[src/rtl/iqmap_bpsk.sv]
// BPSK bit mapper: 128-bit words in, one antipodal I/Q symbol per ce cycle.
// Hold register plus shift register give gap-free back-to-back streaming.
module iqmap_bpsk (
  input  logic               ck,
  input  logic               rst,
  input  logic               ce,
  input  logic               valid_i,
  input  logic [127:0]       data_i,
  output logic               ready_o,
  output logic               valid_o,
  output logic signed [10:0] ar,
  output logic signed [10:0] ai,
  output logic               bit_o,
  output logic               last_o
);

  typedef enum logic {
    IDLE,
    SEND
  } state_e;

  localparam logic signed [10:0] AR_POS = 11'sh3FF;
  localparam logic signed [10:0] AR_NEG = 11'sh400;
  localparam logic [6:0]         CNT_LAST = 7'd127;

  state_e             state_q, state_d;
  logic [127:0]       hold_q, hold_d;
  logic               hold_full_q, hold_full_d;
  logic [127:0]       shift_q, shift_d;
  logic [6:0]         cnt_q, cnt_d;
  logic               valid_q, valid_d;
  logic               bit_q, bit_d;
  logic               last_q, last_d;
  logic signed [10:0] ar_q, ar_d;

  logic accept;
  logic load;
  logic emit;

  assign ready_o = ~hold_full_q;
  assign accept  = valid_i & ~hold_full_q & ce;

  always_comb begin
    state_d     = state_q;
    hold_d      = hold_q;
    hold_full_d = hold_full_q;
    shift_d     = shift_q;
    cnt_d       = cnt_q;
    valid_d     = valid_q;
    bit_d       = bit_q;
    last_d      = last_q;
    ar_d        = ar_q;
    load        = 1'b0;
    emit        = 1'b0;

    if (ce) begin
      unique case (state_q)
        IDLE: begin
          if (hold_full_q) begin
            load    = 1'b1;
            state_d = SEND;
          end
        end
        SEND: begin
          emit = 1'b1;
          if (cnt_q == CNT_LAST) begin
            if (hold_full_q) begin
              load = 1'b1;
            end else begin
              state_d = IDLE;
            end
          end
        end
        default: state_d = IDLE;
      endcase

      valid_d = emit;
      bit_d   = emit & shift_q[0];
      last_d  = emit & (cnt_q == CNT_LAST);
      if (!emit) begin
        ar_d = '0;
      end else if (shift_q[0]) begin
        ar_d = AR_POS;
      end else begin
        ar_d = AR_NEG;
      end

      if (emit) begin
        shift_d = shift_q >> 1;
        cnt_d   = cnt_q + 7'd1;
      end
      // A reload on the final bit keeps the symbol stream contiguous.
      if (load) begin
        shift_d     = hold_q;
        cnt_d       = '0;
        hold_full_d = 1'b0;
      end
      if (accept) begin
        hold_d      = data_i;
        hold_full_d = 1'b1;
      end
    end
  end

  always_ff @(posedge ck or negedge rst) begin
    if (!rst) begin
      state_q     <= IDLE;
      hold_q      <= '0;
      hold_full_q <= 1'b0;
      shift_q     <= '0;
      cnt_q       <= '0;
      valid_q     <= 1'b0;
      bit_q       <= 1'b0;
      last_q      <= 1'b0;
      ar_q        <= '0;
    end else begin
      state_q     <= state_d;
      hold_q      <= hold_d;
      hold_full_q <= hold_full_d;
      shift_q     <= shift_d;
      cnt_q       <= cnt_d;
      valid_q     <= valid_d;
      bit_q       <= bit_d;
      last_q      <= last_d;
      ar_q        <= ar_d;
    end
  end

  assign valid_o = valid_q;
  assign bit_o   = bit_q;
  assign last_o  = last_q;
  assign ar      = ar_q;
  assign ai      = '0;

endmodule

[config.mk]
export PLATFORM = sky130hd
export DESIGN_NAME = iqmap_bpsk
export DESIGN_NICKNAME = d
export VERILOG_FILES = /design/src/rtl/iqmap_bpsk.sv
export SDC_FILE = /design/constraint.sdc
export NUM_CORES = 1
export LEC_CHECK = 0
export ABC_AREA = 1
export CAP_MARGIN = 20
export CORE_MARGIN = 2
export CORE_UTILIZATION = 26
export CTS_CLUSTER_DIAMETER = 120
export DETAILED_ROUTE_END_ITERATION = 10
export PLACE_DENSITY = 0.47
export SLEW_MARGIN = 20
export SYNTH_ARGS = -nofsm -noshare
export SYNTH_HDL_FRONTEND = slang
export SYNTH_SLANG_ARGS = --single-unit
[constraint.sdc]
create_clock -name ck -period 1.4 [get_ports ck]
set_input_delay 0.35 -clock ck [delete_from_list [all_inputs] [get_ports ck]]
set_output_delay 0.35 -clock ck [all_outputs]
set_load 0.01 [all_outputs]
==> impl_results.md <==
* Die area at approximately 50000 um2
* Placed cells at roughly 2.3k
* Power density over the cells at about 1700 nW/um2
* Area grow syn2layout at 51.4%
* Die X at 224 um
* Yosys warns at 0
* Initial core utilization at 26.3%
* Slowest Stage Delay on Critical Path at ~0.35 ns
* Vias in the first global route at between 10k and 15k
* Worst setup EP type: flip-flop
* Crit-path cells: ha_2 > nand2_2 > nor2_2 > nand2_2 > nand2_8 > buf_4 > clkbuf_16 > nand3_1 > nand3_1 > nand2_1
* Final setup fails at ~280
* Share of the synthesized area in the top cell type at between 50% and 60%
* Synthesized netlist cell count at 1599
* Core Region at 47700 um2
* Die H at about 220 um
* Final ANT Viol Nets at 0
* Htree depth at 2
* Dpl cell area at approximately 15000 um2
* Final net count at roughly 2k
* Worst setup margin at -0.321 ns
* Finished Layout Cells at between 2k and 2.5k
* Max cap viols at 0
* Outcome: finished with violations
* Clock Tree Root: clkbuf_16
* Placement Setup Slack at -0.587 ns
* Synth cell types at 18
* Area leader, netlist: dfrtp_1
* Fin crit share at 123%
* Violated checks: setup timing
* I/O pins at 158
* First-pass iteration count of the detailed router at 5
* Yosys reg bits at between 200 and 300
* Worst vdd ir at around 0.76 mV
* Final WL at just under 40 mm
* Worst reg-to-reg setup slack at -0.32 ns
* Worst min path class: input port to flip-flop
* Commonest cells after routing, fill and taps aside: nand2_1, dfrtp_1, inv_1, nand3_1, clkdlybuf4s50_1
* Gpl congestion at 0.737
* Drt initial violations at roughly 730
* First-pass GRT wire length at between 60 and 70 mm
* Num CTS Buffers at 34
* Clock latency on the worst-skew pair at approximately 0.54 ns
* Gr ovfl total at 0
* Leak pwr at about 9.6 nW
* Total power draw at around 0.033 W
* Per-cell routed wire length at between 15 and 20 um
* Std cell rows at 80
* Final hold violation count at 0
* N_diodes at 0
* Dominant cells by area after synthesis: dfrtp_1, nand2_1, nand3_1, inv_1, a21oi_1
* Input/output buffers at between 100 and 150
* WP data required at around 1.8 ns
* RSZ-0062 raised after global routing: yes
* Post-DP HPWL at 20.1 mm
* Critical path arrival at about 2.2 ns
* Critical path type: flip-flop to flip-flop
* Residual DRC at 0
* Clk buf depth at 3
* Min cycle time layout at ~1.7 ns
* Clk slew on worst S/H paths at roughly 0.060 ns
* Synthesized area per cell at 7.87 um2
* Crit-path max FO at 7
* Fmax at around 580 MHz
* GR Util All Layers at 15.1%
* Design area at around 19000 um2
* Most common cell after layout, fill and taps aside: nand2_1
* CTS Sinks at between 200 and 300
* Routed vias/inst at about 4.4
* Ratio of cells with drive above 1 in the final layout at approximately 25%
* Detailed-route via count at 10.8k
* Startpoint Class: flip-flop
* Sequential-to-total area share from yosys stat at between 50% and 60%
* Max-slew violations at 0
* Clk_skew at 0.0153 ns
* Largest net degree at the start of global routing at 70
* Cell area after synthesis at ~13000 um2
* CP max stage cell: dfrtp_1
* TritonCTS clock tree: yes
* Antenna violations before repair at 0
-- cell type report --
class / count / area (um2)
clock buffer: 50 / 1050
clock inverter: 12 / 116
fill: 4804 / 28700
inverter: 266 / 1000
multi-input combinational: 955 / 5340
sequential: 269 / 6740
tap: 615 / 769
timing repair buffer: 292 / 4030
-- final timing paths --
kind	start	to	cells after the start
max	cnt_q[1]	shift_q[32]	10
min	data_i[123]	hold_q[123]	3
max reg2reg	cnt_q[1]	shift_q[32]	10
min reg2reg	shift_q[78]	shift_q[78]	2
max in group asynchronous	rst	hold_q[69]	4
min in group asynchronous	rst	shift_q[113]	3
-- metal layers --
metal  share of wire (%)  track usage [%]  wire length [um]
met1                  47             20.2             18100
met3                 3.4             2.26              1310
met5                   0                0                 0
met2                  48             25.1             18600
met4                 2.1             4.73               809
-- cells by family after synthesis --
family	Yosys count	share of synthesized area, %
compound gates	135	5.38
xor+xnor	1	0.0696
buf+inv	386	14.1
simple gates	806	26.8
other cells	1	0.0298
fa+ha+maj	1	0.0995
flops	269	53.5
-- flip-flops by register name, summed over array words and instances (netlist names) --
name	count
state_q	1
ar	2
hold_q	128
cnt_q	7
last_o	1
shift_q	128
valid_o	1
hold_full_q	1
-- cell usage after synthesis --
cell and n:
a21oi_1 131, buf_2 55, dfrtp_1 269, xnor2_1 1, nand3_1 262, nand2_2 3
nand3b_1 2, nor2_1 136, buf_1 3, nand2_1 403, buf_6 24, ha_1 1
o22ai_1 1, clkbuf_1 17, o21ai_0 3, buf_4 21, inv_1 266, conb_1 1
-- through the flow --
stage | hold slack, ns | TNS [ns] | utilization, %
floorplan | 0.0544 | -4.37 | -
global placement | 0.366 | -115.89 | 31.3
detailed placement | 0.368 | -123.41 | 31.3
CTS | 0.349 | -50.37 | 37.7
global route | 0.380 | -67.83 | 39.9
finish | 0.384 | -46.20 | 39.9
-- what timing repair did --
item                                   4_1_cts  5_1_grt
gates cloned                                29       20
setup buffers                               34        7
hold buffers                                 1        0
pin swaps                                   21       57
endpoints found under the hold margin      172        0
setup endpoints to repair                  252      279
resized for setup                          279      195
-- worst max-delay path: cells and delay by family (launching register included) --
kind	cells	cell delay (ns)
and+or+nand+nor	7	0.64
DFF	1	0.35
buffers and inverters	2	0.41
adders and majority gates	1	0.19
-- power by group --
group,switching (W),internal [W]
clock network,0.00356,0.00560
logic,0.00599,0.00474
registers,0.00137,0.0113
Note: power is estimated with default switching activity, not from simulation.
==> RTL change 1 (same settings) <==
`hold_q`, `shift_q` and `ar_q` no longer have a reset.
--- a/src/rtl/iqmap_bpsk.sv
+++ b/src/rtl/iqmap_bpsk.sv
@@ -105,25 +105,25 @@
   always_ff @(posedge ck or negedge rst) begin
     if (!rst) begin
       state_q     <= IDLE;
-      hold_q      <= '0;
       hold_full_q <= 1'b0;
-      shift_q     <= '0;
       cnt_q       <= '0;
       valid_q     <= 1'b0;
       bit_q       <= 1'b0;
       last_q      <= 1'b0;
-      ar_q        <= '0;
     end else begin
       state_q     <= state_d;
-      hold_q      <= hold_d;
       hold_full_q <= hold_full_d;
-      shift_q     <= shift_d;
       cnt_q       <= cnt_d;
       valid_q     <= valid_d;
       bit_q       <= bit_d;
       last_q      <= last_d;
-      ar_q        <= ar_d;
     end
+  end
+
+  always_ff @(posedge ck) begin
+    hold_q  <= hold_d;
+    shift_q <= shift_d;
+    ar_q    <= ar_d;
   end
 
   assign valid_o = valid_q;
Check against the original RTL: differs if rst is asserted again (counterexample within 4 cycles, from zero or initial values and one cycle with rst low); with rst held inactive, the same outputs for 10 cycles.
==> RTL change 1 against the original RTL <==
Sequential share of layout area is 18 points higher; count of clock-buffer cells in the layout is 19 lower; synthesized cell count is 51% lower; core utilization is 1.5 points lower; global-route usage is 3.8 points lower; the flow still finishes with violations (negative setup slack); sequential cell count is 1 higher; first-iteration DRC count is 52% lower; wire length is 27% lower; worst setup slack better by 0.022 ns; area after synthesis is 17% lower; cell area is 20% lower.
Power is not compared: it rests on default switching activity, and its combinational part moved more than twofold at a synthesized area within 25%.
==> RTL change 1: results (changes against the original RTL) <==
stage	metric	value	unit	change
run_status	status	complete, but fails checks		
run_status	violations	negative setup slack		
final_layout	seq_area_share	52.98	%	+18 points
power	power	23.42	mW	
global_routing	grt_antenna_before_repair	3		+3
synthesis	synthArstFlopShare	4.444	%	-96 points
final_layout	n_all_inverters	14		-95%
synthesis	yosys.area_share.xor_xnor	0	%	-0.070 points
clock_tree	clock-sinks	270		+0.37%
detailed_routing	first_iter_violations	349		-52%
sta	worst_slack	-0.2995	ns	+0.02193 ns
global_routing	grt_use_total	11.31	%	-3.8 points
place	dpl.hpwl	14260	um	-29%
final_layout	multi_input_gates	456		-52%
final_layout	final-nonclk-buf-share	19.75	%	-1.4 points
detailed_routing	routed_via_density	4.277		-2.7%
place	gp_congestion	0.6945		-5.8%
global_routing	grt_pass1_wl	36520	um	-39%
synthesis	yosys-top-cells-count	nand2_1, edfxtp_1, nand3_1		
worst_setup_path	crit_buf_inv	3		+1
worst_hold_path	hp-class	input port to asynchronous set/reset pin		
synthesis	synth_edf_count	258		+258
final_layout	n_all_buffers	236		-19%
clock_tree	post_cts_buffers	7		-79%
place	dpl_worst_slack	-0.5407	ns	+0.04597 ns
place	dp.cells	1453		-37%
detailed_routing	dr.pass1.iters	4		-1
place	dpl_cell_area	0.01277	mm^2	-15%
sta	setup_viol	297		+8.0%
synthesis	yosysUniqueCellTypes	20		+2
synthesis	synthAdderAreaFrac	0.1203	%	+0.021 points
global_routing	grtUsageMet2	18.37	%	-6.8 points
-- RTL change 1: cell types whose count changed in the layout (fill, tap and decap cells not counted), sizes merged, moves of 15 or more --
cell,delta
a21oi,-129
clkbuf,-15
nand3,-133
nand2,-117
edfxtp,+258
nor2,-120
buf,-60
inv,-251
dfrtp,-257
-- RTL change 1: cell families after synthesis --
kind of cell,Yosys count
flip-flops,270
adder cells (fa/ha/maj),1
buffers and inverters,76
AO/OA/AOI/OAI,7
AND/OR/NAND/NOR,433
other,1
-- RTL change 1: path summary, 6_finish.rpt --
check,startpoint,end,slack [ns]
worst max-delay path,cnt_q[0],shift_q[56],-0.30
worst min-delay path,rst,last_o,0.11
worst max register to register,cnt_q[0],shift_q[56],-0.30
worst min register to register,shift_q[127],shift_q[126],0.51
max in group asynchronous,rst,hold_full_q,1.10
min in group ck,data_i[41],hold_q[41],0.35
-- RTL change 1: routing by layer --
layer,vias up,part of all wire (%)
met5,-,0.071
met4,4,1.8
met3,39,4.1
met2,133,48
met1,3292,46
li1,3174,-
==> RTL change 2 (same settings) <==
Made on the original files. Make the reset (`rst`) synchronous in one clocked block.
--- a/src/rtl/iqmap_bpsk.sv
+++ b/src/rtl/iqmap_bpsk.sv
@@ -102,7 +102,7 @@
     end
   end
 
-  always_ff @(posedge ck or negedge rst) begin
+  always_ff @(posedge ck) begin
     if (!rst) begin
       state_q     <= IDLE;
       hold_q      <= '0;
Behaviour: differs if rst is asserted again (counterexample within 4 cycles, from zero or initial values and one cycle with rst low); with rst held inactive, the same outputs for 10 cycles.
==> RTL change 2 against the original RTL <==
Critical path type unchanged; sequential cell count did not move; cell area fell by 9.3%; clock skew rose by 0.0010 ns; worst setup slack improved by 0.11 ns; the run still ends with negative setup slack left; global-route usage fell by 1.1 points; area after synthesis fell by 4.9%; largest cell class is now multi-input combinational cells; critical endpoint is now shift_q[118]; wire length fell by 4.9%.
Power is not compared: it rests on default switching activity, and its combinational part moved more than twofold at a synthesized area within 25%.
==> RTL change 2: results (changes against the original RTL) <==
stage	metric	value	unit	change
worst_setup_path	reg2regPathDepth	12		+2
worst_setup_path	cp_slowest_cell	dfxtp_2		
synthesis	ys_seq_area_share	45.01	%	-8.5 points
clock_tree	cts_made_buffers	34		unchanged
sta	setup_viol	276		+0.36%
worst_hold_path	hold_end	hold_q[10]		
run_status	violations	negative setup slack		
synthesis	synthArstFlopShare	0	%	-100 points
worst_setup_path	cp_max_fo	8		+1
worst_setup_path	cpPeakStageDelay	0.35	ns	about the same
worst_setup_path	r2r_end	shift_q[118]		
sta	finalClockSkew	0.01636	ns	+0.001014 ns
clock_tree	postCtsResizedCells	178		-36%
global_routing	grt_use_total	13.93	%	-1.1 points
worst_setup_path	r2r_setup_slack	-0.21	ns	+0.11 ns
synthesis	yosys-top-cells-count	nand2_1, dfxtp_1, nor2_1		
synthesis	synth_area_leaders	dfxtp_1, nand3_1, o21ai_0		
power	power	21.78	mW	
worst_setup_path	crit_arrival	2.08	ns	-0.07 ns
detailed_routing	first_iter_violations	547		-25%
synthesis	ys.flop_type	dfxtp_1		
clock_tree	htreeDepth	2		unchanged
synthesis	synthAdderAreaFrac	0.1046	%	+0.0051 points
synthesis	yosysUniqueCellTypes	24		+6
clock_tree	post_cts_buffers	8		-76%
global_routing	grt_antenna_before_repair	0		unchanged
final_layout	fin_nets	2047		+4.9%
worst_hold_path	hold_depth	3		unchanged
worst_setup_path	reg2reg_from	cnt_q[0]		
synthesis	synth_compound_area_share	11.24	%	+5.9 points
place	gp_congestion	0.7233		-1.9%
detailed_routing	vias	11260		+4.1%
synthesis	yosys.area_share.xor_xnor	0.2196	%	+0.15 points
place	dpl.hpwl	19820	um	-1.5%
detailed_routing	wirelength	36870	um	-4.9%
worst_setup_path	cpLargestDelayFamily	simple AND/OR/NAND/NOR gates		
final_layout	layout-drive-gt1-share	17.37	%	-7.1 points
global_routing	grt_max_degree	67		-4.3%
place	dpl_worst_slack	-0.5157	ns	+0.07092 ns
sta	worst_slew_pin_slew	0.6211	ns	
synthesis	synthDominantCellAreaShare	45.01	%	-8.5 points
worst_hold_path	hold_start	rst		
global_routing	grt_pass1_wl	54330	um	-9.5%
run_status	status	complete, but fails checks		
sta	worst_slack	-0.2077	ns	+0.1138 ns
RTL change 2: final cells by class:
type,instances,area (um^2)
Inverter,264,998.5
Sequential cell,269,5399
Timing Repair Buffer,254,3274
Timing Repair inverter,1,6.256
Clock buffer,49,1061
Clock inverter,13,196.4
Multi-Input combinational cell,1090,5584
Tap cell,600,750.7
Fill cell,4707,28110
RTL change 2: cells by family after synthesis:
logic type	after synthesis
other cells	1
buf+inv	413
flops	269
fa+ha+maj	1
xor+xnor	3
simple gates	805
compound gates	267
RTL change 2: worst max path at each step:
stage	slack, ns	endpoint	cells past startpoint	from
floorplan	-0.01	shift_q[100]	12	cnt_q[0]
global placement	-0.51	hold_q[89]	7	valid_i
detailed placement	-0.52	hold_q[89]	7	valid_i
CTS	-0.22	shift_q[118]	12	cnt_q[0]
global route	-0.30	shift_q[3]	12	cnt_q[0]
finish	-0.21	shift_q[118]	12	cnt_q[0]
RTL change 2: stage by stage:
| step | hold WS, ns | util (%) | std cells | area, um^2 | setup TNS (ns) |
|---|---|---|---|---|---|
| 6_report | 0.1679 | 38.06 | 2540 | 17270 | -36.00 |
| 2_1_floorplan | 0.4436 | - | 1769 | 12020 | -1.459 |
| 4_1_cts | 0.1516 | 35.49 | 2508 | 16100 | -22.06 |
| 3_3_place_gp | 0.4599 | 31.25 | 2430 | 14180 | -107.72 |
| 3_5_place_dp | 0.4591 | 31.25 | 2430 | 14180 | -111.71 |
| 5_1_grt | 0.1702 | 38.06 | 2540 | 17270 | -55.85 |
RTL change 2: per-layer routing:
metal	vias up	wire, um	global-route usage (%)
met5	-	0	0
met4	0	797	4.717
met3	49	1483	2.394
met2	190	17100	23.22
met1	5232	17490	18.13
li1	5786	-	-
